**config.mk**
```make
export PLATFORM = sky130hd
export DESIGN_NAME = mpu_store_receiver_flat
export DESIGN_NICKNAME = d
export VERILOG_FILES = /design/src/rtl/mpu_store_receiver_pkg.sv /design/src/rtl/mpu_store_receiver_if.sv /design/src/rtl/mpu_store_receiver_buffer.sv /design/src/rtl/mpu_store_receiver.sv /design/src/flat_wrapper.sv
export SDC_FILE = /design/constraint.sdc
export NUM_CORES = 1
export LEC_CHECK = 0
export BUFFER_PORTS_ARGS = -buffer_cell sky130_fd_sc_hd__buf_2
export CORE_MARGIN = 2
export CORE_UTILIZATION = 56
export CTS_CLUSTER_SIZE = 25
export DETAILED_ROUTE_END_ITERATION = 12
export MAX_ROUTING_LAYER = met4
export PLACE_DENSITY = 0.76
export SYNTH_ARGS = -nofsm -noshare
export SYNTH_HDL_FRONTEND = slang
export SYNTH_SLANG_ARGS = --single-unit
```
**constraint.sdc**
```tcl
create_clock -name clk -period 18.1 [get_ports clk]
set_input_delay 3.62 -clock clk [delete_from_list [all_inputs] [get_ports clk]]
set_output_delay 3.62 -clock clk [all_outputs]
set_load 0.01 [all_outputs]
```
**src/rtl/mpu_store_receiver_pkg.sv**
```systemverilog
// Shared types and sizing for the mpu_store element-stream receiver.
// Optional feature macro used by this slice: MPU_STORE_RX_NAN_CHECK_EN.
package mpu_store_receiver_pkg;

    // Element and matrix sizing
    localparam int unsigned FP           = 32;
    localparam int unsigned M            = 4;
    localparam int unsigned N            = 4;
    localparam int unsigned MBITS        = 2;
    localparam int unsigned NBITS        = 2;
    localparam int unsigned NUM_ELEMENTS = M * N;
    localparam int unsigned BUF_DEPTH    = NUM_ELEMENTS;
    localparam int unsigned ABITS        = $clog2(BUF_DEPTH);

    // All-ones exponent of an IEEE-754 single (Inf/NaN class)
    localparam logic [7:0] NAN_EXP = 8'hFF;

    typedef enum logic [1:0] {
        StIdle,
        StCapture,
        StDone
    } store_rx_state_t;

    // Quiet or signalling NaN: exponent all ones with a non-zero mantissa
    function automatic logic is_nan(input logic [FP-1:0] elem);
        return (elem[30:23] == NAN_EXP) && (elem[22:0] != '0);
    endfunction

endpackage

```
**src/rtl/mpu_store_receiver_if.sv**
```systemverilog
// Element-stream, readback and status bundle of the store receiver.
// nan_flag_out exists only when MPU_STORE_RX_NAN_CHECK_EN is defined.
interface mpu_store_receiver_if;
    import mpu_store_receiver_pkg::*;

    logic             mem_store_en_in;
    logic [FP-1:0]    mem_store_element_in;
    logic [MBITS:0]   mem_m_store_size_in;
    logic [NBITS:0]   mem_n_store_size_in;
    logic             rd_en_in;
    logic [ABITS-1:0] rd_addr_in;
    logic [FP-1:0]    rd_element_out;
    logic             rd_valid_out;
    logic             store_busy_out;
    logic             store_done_out;
    logic             store_error_out;
    logic [MBITS:0]   store_m_out;
    logic [NBITS:0]   store_n_out;
    logic [ABITS:0]   store_count_out;
`ifdef MPU_STORE_RX_NAN_CHECK_EN
    logic             nan_flag_out;
`endif

    // Producer / host side
    modport master (
        output mem_store_en_in, mem_store_element_in, mem_m_store_size_in,
               mem_n_store_size_in, rd_en_in, rd_addr_in,
        input  rd_element_out, rd_valid_out, store_busy_out, store_done_out,
               store_error_out, store_m_out, store_n_out, store_count_out
`ifdef MPU_STORE_RX_NAN_CHECK_EN
        , input nan_flag_out
`endif
    );

    // Receiver side
    modport slave (
        input  mem_store_en_in, mem_store_element_in, mem_m_store_size_in,
               mem_n_store_size_in, rd_en_in, rd_addr_in,
        output rd_element_out, rd_valid_out, store_busy_out, store_done_out,
               store_error_out, store_m_out, store_n_out, store_count_out
`ifdef MPU_STORE_RX_NAN_CHECK_EN
        , output nan_flag_out
`endif
    );

endinterface

```
**src/rtl/mpu_store_receiver_buffer.sv**
```systemverilog
// Element RAM for the store receiver: one write port, one registered read port.
// Reset clears every entry so a reset discards any partially captured matrix.
module mpu_store_receiver_buffer
    import mpu_store_receiver_pkg::*;
(
    input  logic             clk,
    input  logic             rst,
    input  logic             wr_en,
    input  logic [ABITS-1:0] wr_addr,
    input  logic [FP-1:0]    wr_data,
    input  logic             rd_en,
    input  logic [ABITS-1:0] rd_addr,
    input  logic             rd_zero,
    output logic [FP-1:0]    rd_data
);

    logic [FP-1:0] mem_q [BUF_DEPTH];
    logic [FP-1:0] rd_data_q;

    // Storage and read register; the read samples the pre-write contents
    always_ff @(posedge clk or posedge rst) begin
        if (rst) begin
            for (int i = 0; i < int'(BUF_DEPTH); i++) begin
                mem_q[i] <= '0;
            end
            rd_data_q <= '0;
        end else begin
            if (wr_en) begin
                mem_q[wr_addr] <= wr_data;
            end
            if (rd_en) begin
                rd_data_q <= rd_zero ? '0 : mem_q[rd_addr];
            end
        end
    end

    assign rd_data = rd_data_q;

endmodule

```
**src/rtl/mpu_store_receiver.sv**
```systemverilog
// Memory-side receiver for the mpu_store element stream: captures one row-major
// matrix per transfer, records its size and reports done/error status.
// Optional: MPU_STORE_RX_NAN_CHECK_EN adds a sticky NaN flag output.
module mpu_store_receiver
    import mpu_store_receiver_pkg::*;
(
    input logic                 clk,
    input logic                 rst,
    mpu_store_receiver_if.slave bus
);

    store_rx_state_t state;
    logic [MBITS:0]  m_q;
    logic [NBITS:0]  n_q;
    logic [ABITS:0]  count_q;
    logic            busy_q;
    logic            done_q;
    logic            error_q;
    logic            rd_valid_q;
`ifdef MPU_STORE_RX_NAN_CHECK_EN
    logic            nan_q;
`endif

    logic [ABITS:0]   in_total;
    logic [ABITS:0]   cur_total;
    logic [ABITS:0]   count_next;
    logic             size_bad;
    logic             size_mismatch;
    logic             first_ok;
    logic             cap_ok;
    logic             wr_en;
    logic [ABITS-1:0] wr_addr;
    logic             rd_zero;
    logic [FP-1:0]    rd_data;

    assign in_total   = (ABITS+1)'(bus.mem_m_store_size_in) * (ABITS+1)'(bus.mem_n_store_size_in);
    assign cur_total  = (ABITS+1)'(m_q) * (ABITS+1)'(n_q);
    assign count_next = count_q + 1'b1;

    assign size_bad = (bus.mem_m_store_size_in == '0) || (bus.mem_n_store_size_in == '0) ||
                      (32'(bus.mem_m_store_size_in) > M) || (32'(bus.mem_n_store_size_in) > N);
    assign size_mismatch = (bus.mem_m_store_size_in != m_q) || (bus.mem_n_store_size_in != n_q);

    // A beat in DONE starts a new transfer, exactly as in IDLE
    assign first_ok = bus.mem_store_en_in && (state != StCapture) && !size_bad;
    assign cap_ok   = bus.mem_store_en_in && (state == StCapture) && !size_mismatch;
    assign wr_en    = first_ok || cap_ok;
    assign wr_addr  = (state == StCapture) ? count_q[ABITS-1:0] : '0;

    // Accepted sizes never exceed BUF_DEPTH, so the m*n bound covers the depth bound too
    assign rd_zero = {1'b0, bus.rd_addr_in} >= cur_total;

    mpu_store_receiver_buffer u_buffer (
        .clk     (clk),
        .rst     (rst),
        .wr_en   (wr_en),
        .wr_addr (wr_addr),
        .wr_data (bus.mem_store_element_in),
        .rd_en   (bus.rd_en_in),
        .rd_addr (bus.rd_addr_in),
        .rd_zero (rd_zero),
        .rd_data (rd_data)
    );

    // Transfer FSM with registered status outputs
    always_ff @(posedge clk or posedge rst) begin
        if (rst) begin
            state   <= StIdle;
            m_q     <= '0;
            n_q     <= '0;
            count_q <= '0;
            busy_q  <= 1'b0;
            done_q  <= 1'b0;
            error_q <= 1'b0;
`ifdef MPU_STORE_RX_NAN_CHECK_EN
            nan_q   <= 1'b0;
`endif
        end else begin
            done_q <= 1'b0;
            case (state)
                StIdle, StDone: begin
                    state  <= StIdle;
                    busy_q <= 1'b0;
                    if (bus.mem_store_en_in) begin
                        if (size_bad) begin
                            // Rejected first beat leaves size, count and buffer untouched
                            error_q <= 1'b1;
                        end else begin
                            m_q     <= bus.mem_m_store_size_in;
                            n_q     <= bus.mem_n_store_size_in;
                            count_q <= (ABITS+1)'(1);
                            error_q <= 1'b0;
`ifdef MPU_STORE_RX_NAN_CHECK_EN
                            nan_q   <= is_nan(bus.mem_store_element_in);
`endif
                            if (in_total == (ABITS+1)'(1)) begin
                                state  <= StDone;
                                done_q <= 1'b1;
                            end else begin
                                state  <= StCapture;
                                busy_q <= 1'b1;
                            end
                        end
                    end
                end
                StCapture: begin
                    if (bus.mem_store_en_in) begin
                        if (size_mismatch) begin
                            // Abort: beat dropped, count keeps the accepted total
                            error_q <= 1'b1;
                            state   <= StIdle;
                            busy_q  <= 1'b0;
                        end else begin
                            count_q <= count_next;
`ifdef MPU_STORE_RX_NAN_CHECK_EN
                            nan_q   <= nan_q | is_nan(bus.mem_store_element_in);
`endif
                            if (count_next == cur_total) begin
                                state  <= StDone;
                                done_q <= 1'b1;
                                busy_q <= 1'b0;
                            end
                        end
                    end
                end
                default: begin
                    state  <= StIdle;
                    busy_q <= 1'b0;
                end
            endcase
        end
    end

    // Readback valid follows the request by one cycle
    always_ff @(posedge clk or posedge rst) begin
        if (rst) begin
            rd_valid_q <= 1'b0;
        end else begin
            rd_valid_q <= bus.rd_en_in;
        end
    end

    assign bus.rd_element_out  = rd_data;
    assign bus.rd_valid_out    = rd_valid_q;
    assign bus.store_busy_out  = busy_q;
    assign bus.store_done_out  = done_q;
    assign bus.store_error_out = error_q;
    assign bus.store_m_out     = m_q;
    assign bus.store_n_out     = n_q;
    assign bus.store_count_out = count_q;
`ifdef MPU_STORE_RX_NAN_CHECK_EN
    assign bus.nan_flag_out    = nan_q;
`endif

endmodule

```
**src/flat_wrapper.sv**
```systemverilog
// flat-port wrapper written by rule: the top's interface ports become plain ports
module mpu_store_receiver_flat import mpu_store_receiver_pkg::*;
  (clk, rst, bus_mem_store_en_in, bus_mem_store_element_in, bus_mem_m_store_size_in, bus_mem_n_store_size_in, bus_rd_en_in, bus_rd_addr_in, bus_rd_element_out, bus_rd_valid_out, bus_store_busy_out, bus_store_done_out, bus_store_error_out, bus_store_m_out, bus_store_n_out, bus_store_count_out);
  mpu_store_receiver_if bus_i ();
  input logic clk;
  input logic rst;
  input wire logic [$bits(bus_i.mem_store_en_in)-1:0] bus_mem_store_en_in;
  input wire logic [$bits(bus_i.mem_store_element_in)-1:0] bus_mem_store_element_in;
  input wire logic [$bits(bus_i.mem_m_store_size_in)-1:0] bus_mem_m_store_size_in;
  input wire logic [$bits(bus_i.mem_n_store_size_in)-1:0] bus_mem_n_store_size_in;
  input wire logic [$bits(bus_i.rd_en_in)-1:0] bus_rd_en_in;
  input wire logic [$bits(bus_i.rd_addr_in)-1:0] bus_rd_addr_in;
  output wire logic [$bits(bus_i.rd_element_out)-1:0] bus_rd_element_out;
  output wire logic [$bits(bus_i.rd_valid_out)-1:0] bus_rd_valid_out;
  output wire logic [$bits(bus_i.store_busy_out)-1:0] bus_store_busy_out;
  output wire logic [$bits(bus_i.store_done_out)-1:0] bus_store_done_out;
  output wire logic [$bits(bus_i.store_error_out)-1:0] bus_store_error_out;
  output wire logic [$bits(bus_i.store_m_out)-1:0] bus_store_m_out;
  output wire logic [$bits(bus_i.store_n_out)-1:0] bus_store_n_out;
  output wire logic [$bits(bus_i.store_count_out)-1:0] bus_store_count_out;
  assign bus_i.mem_store_en_in = bus_mem_store_en_in;
  assign bus_i.mem_store_element_in = bus_mem_store_element_in;
  assign bus_i.mem_m_store_size_in = bus_mem_m_store_size_in;
  assign bus_i.mem_n_store_size_in = bus_mem_n_store_size_in;
  assign bus_i.rd_en_in = bus_rd_en_in;
  assign bus_i.rd_addr_in = bus_rd_addr_in;
  assign bus_rd_element_out = bus_i.rd_element_out;
  assign bus_rd_valid_out = bus_i.rd_valid_out;
  assign bus_store_busy_out = bus_i.store_busy_out;
  assign bus_store_done_out = bus_i.store_done_out;
  assign bus_store_error_out = bus_i.store_error_out;
  assign bus_store_m_out = bus_i.store_m_out;
  assign bus_store_n_out = bus_i.store_n_out;
  assign bus_store_count_out = bus_i.store_count_out;
  mpu_store_receiver u_core (.clk(clk), .rst(rst), .bus(bus_i));
endmodule
```
==> results.toml <==
[outcome]
outcome = "completed"

[floorplan]
coreArea_sq_mm = 0.0452
rows = 78
start_util_pct = 56.5
die_h_um = 218
die_area_sq_mm = 0.0473
ios = 93
die_width_um = 218

[drt]
num_vias = 14300
wl_per_cell_um = 25.0
detail-route-antenna-nets = 0
drt_iter0_drc = 1175
first_pass_iters = 5
drt-total-wl_um = 58500
drc = 0
viasPerCell = 6.13

[power]
internal_power_mw = 2.16
p_seq_share_pct = 47.0
switching_power_mw = 0.718
pwr_density_cell_mw_per_mm2 = 102
p_sw_share_pct = 25.0
clkPwrFrac_pct = 41.8
power_frac_comb_pct = 11.2
p_leak_nw = 13.9
power_mw = 2.87
vdd.ir_drop.worst_uv = 67.7

[synthesis]
synth-seq-cells = 561
yosysTopAreaCell = "dfrtp_1"
syn_inst = 1647
yosys-top-cells-area = "dfrtp_1, mux2_2, mux4_2"
synth_area_sq_mm = 0.0255
synth.top_cell.area_share_pct = 55.0
yosysSeqAreaShare_pct = 55.0
syn_area_per_cell_sq_um = 15.5
synth.distinct_cells = 45
synth_fp_nets = 1708
synth-warning-count = 0

[final_layout]
fin_cells = 2338
drive_gt1_share_pct = 50.3
syn2layout_area_growth_pct = 10.7
utilization_pct = 62.6
final_nets = 1748

[sta]
finalSetupTns_ps = 0
fin_crit_ps = 6170
slew_viol_final = 0
rsz0062_at_grt = "false"
worstMarginPinSlew_ps = 1160
slew-limit-headroom_pct = 23.0
fin_skew_ps = 12.3
hold_viol_final = 0
setup_viol = 0
post-route-period-util_pct = 34.1
max_freq_ghz = 0.162
finalWorstSetupSlack_ps = 11930

[global_route]
gr-usage-met3_pct = 3.38
grt_pass1_vias = 15200
antenna_found_initial = 3
track_usage_pct = 26.3
grt_busiest_layer = "met2"
grt_overflow = 0
grt_first_pass_wirelength_um = 91100
grt_util_met1_pct = 37.0
grt_max_degree = 203
use_met2_pct = 41.1

[cts]
clk_pin_slew_ps = 60
numClockSinks = 561
post-cts-setup-buffer-count = 0
clock_latency_ps = 610
cts_hold_buf = 0
postCtsResizedCells = 0
cts_tree = "done"
cts-htree-levels = 2
clock_path_buffers = 3
root_buffer = "clkbuf_16"
cts_buffers = 57

[placement]
port_buffers = 92
dp.cells = 2228
hpwl_um = 31300
dp_slack_ps = 11160
place_congestion = 0.779

[worst_setup_path]
crit_chain = "buf_2 > clkinvlp_4 > buf_12 > buf_4 > buf_4"
worstSetupEndpointType = "asynchronous set/reset pin"
worstPathRequired_ps = 18680
worst_ep_arrival_time_ps = 6760
slowest_stage = "buf_4"
critPathKind = "input port to asynchronous set/reset pin"
worst_path_largest_cell_delay_ps = 920
crit_top_cell = "buf_4"
start_kind = "input port"
worst-path-max-fanout = 202

[run]
cap_violations = 0

[hold_path]
hold_class = "flip-flop to flip-flop"
layer usage:
metal  wire length [um]  share of wire, %
met3               2620               4.5
met5                  0                 0
met2              28600                49
met4               1370               2.4
met1              25900                44
through the flow:
stage          cell area, sq um  hold WS [ps]
2_1_floorplan             25500           453
3_3_place_gp              26300           462
3_5_place_dp              26300           474
4_1_cts                   28300           487
5_1_grt                   28300           509
6_report                  28300           485
final timing paths:
check                                                 from                          end  slack [ps]  depth (start not counted)
worst min register to register   u_core.u_buffer.mem_q[27]    u_core.u_buffer.mem_q[27]         490                          1
worst max-delay path                                   rst   u_core.u_buffer.mem_q[138]       11930                          5
max in group clk                bus_mem_m_store_size_in[1]   u_core.u_buffer.mem_q[444]       12100                          8
worst max register to register   u_core.bus.store_n_out[0]  u_core.u_buffer.rd_data[12]       14740                         10
worst min-delay path             u_core.u_buffer.mem_q[27]    u_core.u_buffer.mem_q[27]         490                          1
min in group asynchronous                              rst  u_core.u_buffer.rd_data[23]        2960                          2
state kept, by name, summed over array words and instances (netlist names):
name / flops
u_core.bus.rd_valid_out: 1
u_core.bus.store_busy_out: 1
u_core.bus.store_count_out: 5
u_core.bus.store_done_out: 1
u_core.bus.store_error_out: 1
u_core.bus.store_m_out: 3
u_core.bus.store_n_out: 3
u_core.state: 2
u_core.u_buffer.mem_q: 512
u_core.u_buffer.rd_data: 32
cells in the mapped netlist, drive strengths merged:
cell / n
o211ai: 2
mux2i: 2
a21o: 2
o311ai: 1
a22o: 64
and3: 3
and4: 3
a21bo: 1
nor4: 1
nand4b: 1
dfrtp: 561
ha: 11
nor2: 40
nor2b: 6
nand3: 10
a21oi: 5
nand4: 5
nor3: 4
xnor2: 14
nand2: 16
mux4: 128
mux2: 520
clkbuf: 59
xor2: 5
fa: 4
o22ai: 32
and4b: 1
nor3b: 1
inv: 43
buf: 79
nand2b: 2
and2: 15
a32o: 1
o21ai: 4
o21a: 1
cells by family (layout without fill, tap and decap cells):
kind of cell    Yosys count  count (layout)  synth area share (%)
xor+xnor                 19              19                 0.651
mux                     650             650                  34.4
fa+ha+maj                15              15                 0.852
simple gates            108             108                  2.29
flops                   561             561                  55.0
buf+inv                 181             270                  3.47
other cells               0               2                     0
compound gates          113             113                  3.41
power by group through the flow:
stage	Clock [mW]	Combinational (mW)	Sequential, mW
2_1_floorplan	0	0.222	1.37
3_5_place_dp	0	0.325	1.37
5_1_grt	1.27	0.355	1.36
4_1_cts	1.22	0.327	1.35
6_report	1.20	0.322	1.35
3_3_place_gp	0	0.315	1.37
layout by cell type, fill, tap and decap left out, drive strengths merged, types with 6 or more instances in the layout:
master  synthesis  final
clkinv          0     17
nor2           40     40
nand3          10     10
inv            43     43
clkbuf         59     87
o22ai          32     32
ha             11     11
dfrtp         561    561
nor2b           6      6
mux2          520    520
a22o           64     64
and2           15     15
mux4          128    128
nand2          16     16
buf            79    118
xnor2          14     14
cell type report:
class | count | area [sq um]
diodes | 2 | 5.00
clock buffers | 86 | 1750
flip-flops and latches | 561 | 14000
well taps | 600 | 751
fillers | 3201 | 16900
repair buffers | 119 | 703
inverters | 43 | 165
multi-input cells | 905 | 10700
clock inverters | 22 | 195
worst max-delay path, delay by kind of cell:
| family | cells | cell delay, ps |
|---|---|---|
| buf+inv | 5 | 2890 |
Power figures use the tool's default switching activity.
